**src/rtl/alu_negator.sv**
```systemverilog
// rtl/alu_negator.sv - registered two's-complement negation unit with overflow and zero flags
//
// Purpose:
//   Computes r = -a (invert then increment, carry-out dropped) and registers
//   the result one cycle after in_valid. The most-negative operand either
//   wraps to itself or clamps to +MAX depending on SATURATE; ovf flags it
//   in both cases. zero reflects the registered r.
//
// Ports:
//   clk        in   1  rising-edge clock
//   rst_n      in   1  asynchronous active-low reset
//   in_valid   in   1  operand a is valid this cycle
//   a          in   L  signed operand
//   out_valid  out  1  r/ovf/zero carry a new result this cycle
//   r          out  L  signed result, -a
//   ovf        out  1  operand was the most-negative value
//   zero       out  1  r == 0

module alu_negator #(
  parameter int unsigned L        = 4,
  parameter bit          SATURATE = 1'b0
) (
  input  logic         clk,
  input  logic         rst_n,
  input  logic         in_valid,
  input  logic [L-1:0] a,
  output logic         out_valid,
  output logic [L-1:0] r,
  output logic         ovf,
  output logic         zero
);

  localparam logic [L-1:0] MIN_VAL = {1'b1, {(L-1){1'b0}}};
  localparam logic [L-1:0] MAX_VAL = {1'b0, {(L-1){1'b1}}};
  localparam logic [L-1:0] ONE     = {{(L-1){1'b0}}, 1'b1};

  logic [L-1:0] neg;
  logic         is_min;

  logic         out_valid_d, out_valid_q;
  logic [L-1:0] r_d, r_q;
  logic         ovf_d, ovf_q;
  logic         zero_d, zero_q;

  always_comb begin
    neg    = ~a + ONE;
    is_min = (a == MIN_VAL);

    // r/ovf/zero hold their last values when no operand arrives
    out_valid_d = in_valid;
    r_d         = r_q;
    ovf_d       = ovf_q;
    zero_d      = zero_q;

    if (in_valid) begin
      // neg of MIN is MIN itself, so the wrap case needs no special path
      r_d    = (is_min && SATURATE) ? MAX_VAL : neg;
      ovf_d  = is_min;
      zero_d = (r_d == '0);
    end
  end

  always_ff @(posedge clk or negedge rst_n) begin
    if (!rst_n) begin
      out_valid_q <= 1'b0;
      r_q         <= '0;
      ovf_q       <= 1'b0;
      zero_q      <= 1'b0;
    end else begin
      out_valid_q <= out_valid_d;
      r_q         <= r_d;
      ovf_q       <= ovf_d;
      zero_q      <= zero_d;
    end
  end

  assign out_valid = out_valid_q;
  assign r         = r_q;
  assign ovf       = ovf_q;
  assign zero      = zero_q;

endmodule

```
**config.mk**
```make
export PLATFORM = sky130hd
export DESIGN_NAME = alu_negator
export DESIGN_NICKNAME = d
export VERILOG_FILES = /design/src/rtl/alu_negator.sv
export SDC_FILE = /design/constraint.sdc
export NUM_CORES = 1
export LEC_CHECK = 0
export ABC_AREA = 1
export BUFFER_PORTS_ARGS = -buffer_cell sky130_fd_sc_hd__buf_2
export CORE_AREA = 2 2 39 41
export CTS_CLUSTER_DIAMETER = 100
export CTS_CLUSTER_SIZE = 10
export DETAILED_ROUTE_END_ITERATION = 8
export DIE_AREA = 0 0 41 43
export PLACE_DENSITY = 0.5
export SLEW_MARGIN = 20
export SYNTH_ARGS = -nofsm -noshare
export SYNTH_HDL_FRONTEND = slang
export SYNTH_SLANG_ARGS = --single-unit
```
**constraint.sdc**
```tcl
create_clock -name clk -period 0.8 [get_ports clk]
set_input_delay 0.08 -clock clk [delete_from_list [all_inputs] [get_ports clk]]
set_output_delay 0.08 -clock clk [all_outputs]
set_load 0.005 [all_outputs]
```
==> out/qor.csv <==
metric,value,unit
status,"finished, violations left",
violations,setup timing,
critPathKind,flop to primary output,
yosysWarnings,0,
antenna_found_initial,0,
drc,0,
initial_core_util,0.225,
synth_most_common_cell,nand2_1,
cts_buffer_depth,2,
clk_pin_slew,0.05,ns
grt_overflow,0,
die_w,41,microns
required,0.72,ns
die-area,1760,sq um
dp_hpwl,491,microns
crit_cells,1,
hold_ws,0.0800,ns
syn_avg_cell_area,8.42,sq um
p_per_area,1780,nW/um^2
vias,318,
synth_flop_cell,dfrtp_1,
grt_pass1_vias,273,
syn_inst,37,
synth.distinct_cells,9,
max_freq,1.19,GHz
grt_pass1_wl,986,microns
netlist_area,312,sq um
ant_nets,0,
wl_per_cell,8.35,microns
maxCapViolCount,0,
worst_slew_pin_slew,0.209,ns
cp_data_arrival_time,0.76,ns
path_max_fanout,2,
worstPathCellList,buf_2,
r2r_cells,3,
cts_sinks,7,
cp.buffers_inverters,1,
track_usage,0.0855,
coreArea,1380,sq um
vias_per_cell,4.08,
hold_class,primary input to flop,
fp.dieH,43,microns
cp_top_family,flip-flops,
synth_top_area_cell,dfrtp_1,
synthDominantCellAreaShare,0.562,
ios,14,
maxSlewHeadroom,0.860,
grt_max_degree,9,
reg2reg_slack,0.08,ns
fill_cells,157,
cts_tree,yes,
ys_seq_elements,7,
fin_crit_sh,1.05,
drive_gt1_frac,0.371,
setup_viol,6,
clk_latency,0.25,ns
finalClockSkew,0,ns
startpoint_type,flop,
leakage,0.000286,uW
final-max-slew-violation-count,0,
rsz0062_at_grt,yes,
ir_drop,0.000435,V
worst_slack,-0.0382,ns
synth_area_leaders,"dfrtp_1 (56%), nand2_1 (19%), nand3_1 (6.4%), inv_1 (4.8%), ha_1 (4.0%)",
hold_path_depth,3,
routed_wl,651,microns
htree_num_levels,1,
routabilityCongestion,0.628,
hold_viol_final,0,
yosysSeqAreaShare,0.562,
drtIter0Drc,9,
cts-root-buf,clkbuf_4,
row_count,14,
synth-edff-count,0,
insertedDiodeCount,0,
cts_made_buffers,3,
fin_crit,0.838,ns
nets,71,
synthArstFlopShare,1.00,
synth_common_cells,"nand2_1 (16), dfrtp_1 (7), inv_1 (4), nand3_1 (4), o21ai_0 (2)",
synth_nets,45,
area.sequential,175,sq um
slowest_stage,dfrtp_1,
area_delta_synth_final,56.6,%
first_pass_iters,2,
finish.utilization,0.353,
placement.io_buffers,13,
end_kind,primary output,
critPathMaxStageDelay,0.38,ns
multiInputGateArea,121,sq um
## repair_timing
action / in CTS / in global routing
endpoints found under the setup margin: 7 / 7
gates resized for setup: 0 / 0
endpoints found under the hold margin: 8 / 0
hold buffers: 2 / 0
buffers inserted: 2 / 3
## worst paths after layout
kind,start,to
worst max-delay path,zero,zero
worst min-delay path,a[3],ovf
max in group asynchronous,rst_n,zero
min in group asynchronous,rst_n,out_valid
worst max register to register,r[0],r[0]
worst min register to register,r[2],r[2]
## layer usage
layer / vias up / GRT usage / wire length, microns
li1: 165 / - / -
met1: 139 / 0.0874 / 291
met2: 12 / 0.134 / 297
met3: 2 / 0.0157 / 42
met4: 0 / 0.0800 / 19
met5: - / 0 / 0
## final cells by class
class | instances | area share
clock buffers | 4 | 0.0538
inverters | 4 | 0.0308
multi-input cells | 26 | 0.249
flip-flops and latches | 7 | 0.359
well taps | 16 | 0.0410
repair buffers | 21 | 0.267
## layout by cell type (no fill, tap or decap), drive strengths merged
| master | netlist | final |
|---|---|---|
| clkbuf | 0 | 4 |
| ha | 1 | 1 |
| o21ai | 2 | 2 |
| xor2 | 1 | 1 |
| inv | 4 | 4 |
| dlygate4sd3 | 0 | 2 |
| nand3 | 4 | 4 |
| nand2 | 16 | 16 |
| dfrtp | 7 | 7 |
| buf | 0 | 19 |
| nor2 | 2 | 2 |
## power breakdown
group	switching (uW)	internal, uW
logic	68.3	82.0
registers	11.1	383
clock network	134	191
## sequential cells by signal, summed over array words and instances (netlist names)
signal	flops
ovf	1
zero	1
out_valid	1
r	4
## logic make-up (layout without fill, tap and decap cells)
logic type,after synthesis,count (layout),synth area share
buf+inv,4,29,0.0482
fa+ha+maj,1,1,0.0402
xor+xnor,1,1,0.0281
compound gates,2,2,0.0321
simple gates,22,22,0.289
flops,7,7,0.562
## stage by stage
stage / total power [uW] / instance area [sq um] / setup TNS [ns] / instances / setup WS, ns
after floorplan: 451 / 312 / 0 / 37 / 0.100
after global routing: 919 / 488 / -0.319 / 78 / -0.0673
after CTS: 866 / 465 / -0.174 / 75 / -0.0382
final: 869 / 488 / -0.143 / 78 / -0.0382
after detailed placement: 518 / 404 / -0.0505 / 67 / -0.0397
after global placement: 518 / 404 / -0.0479 / 67 / -0.0362
No activity file was read; power rests on OpenSTA's default activity.
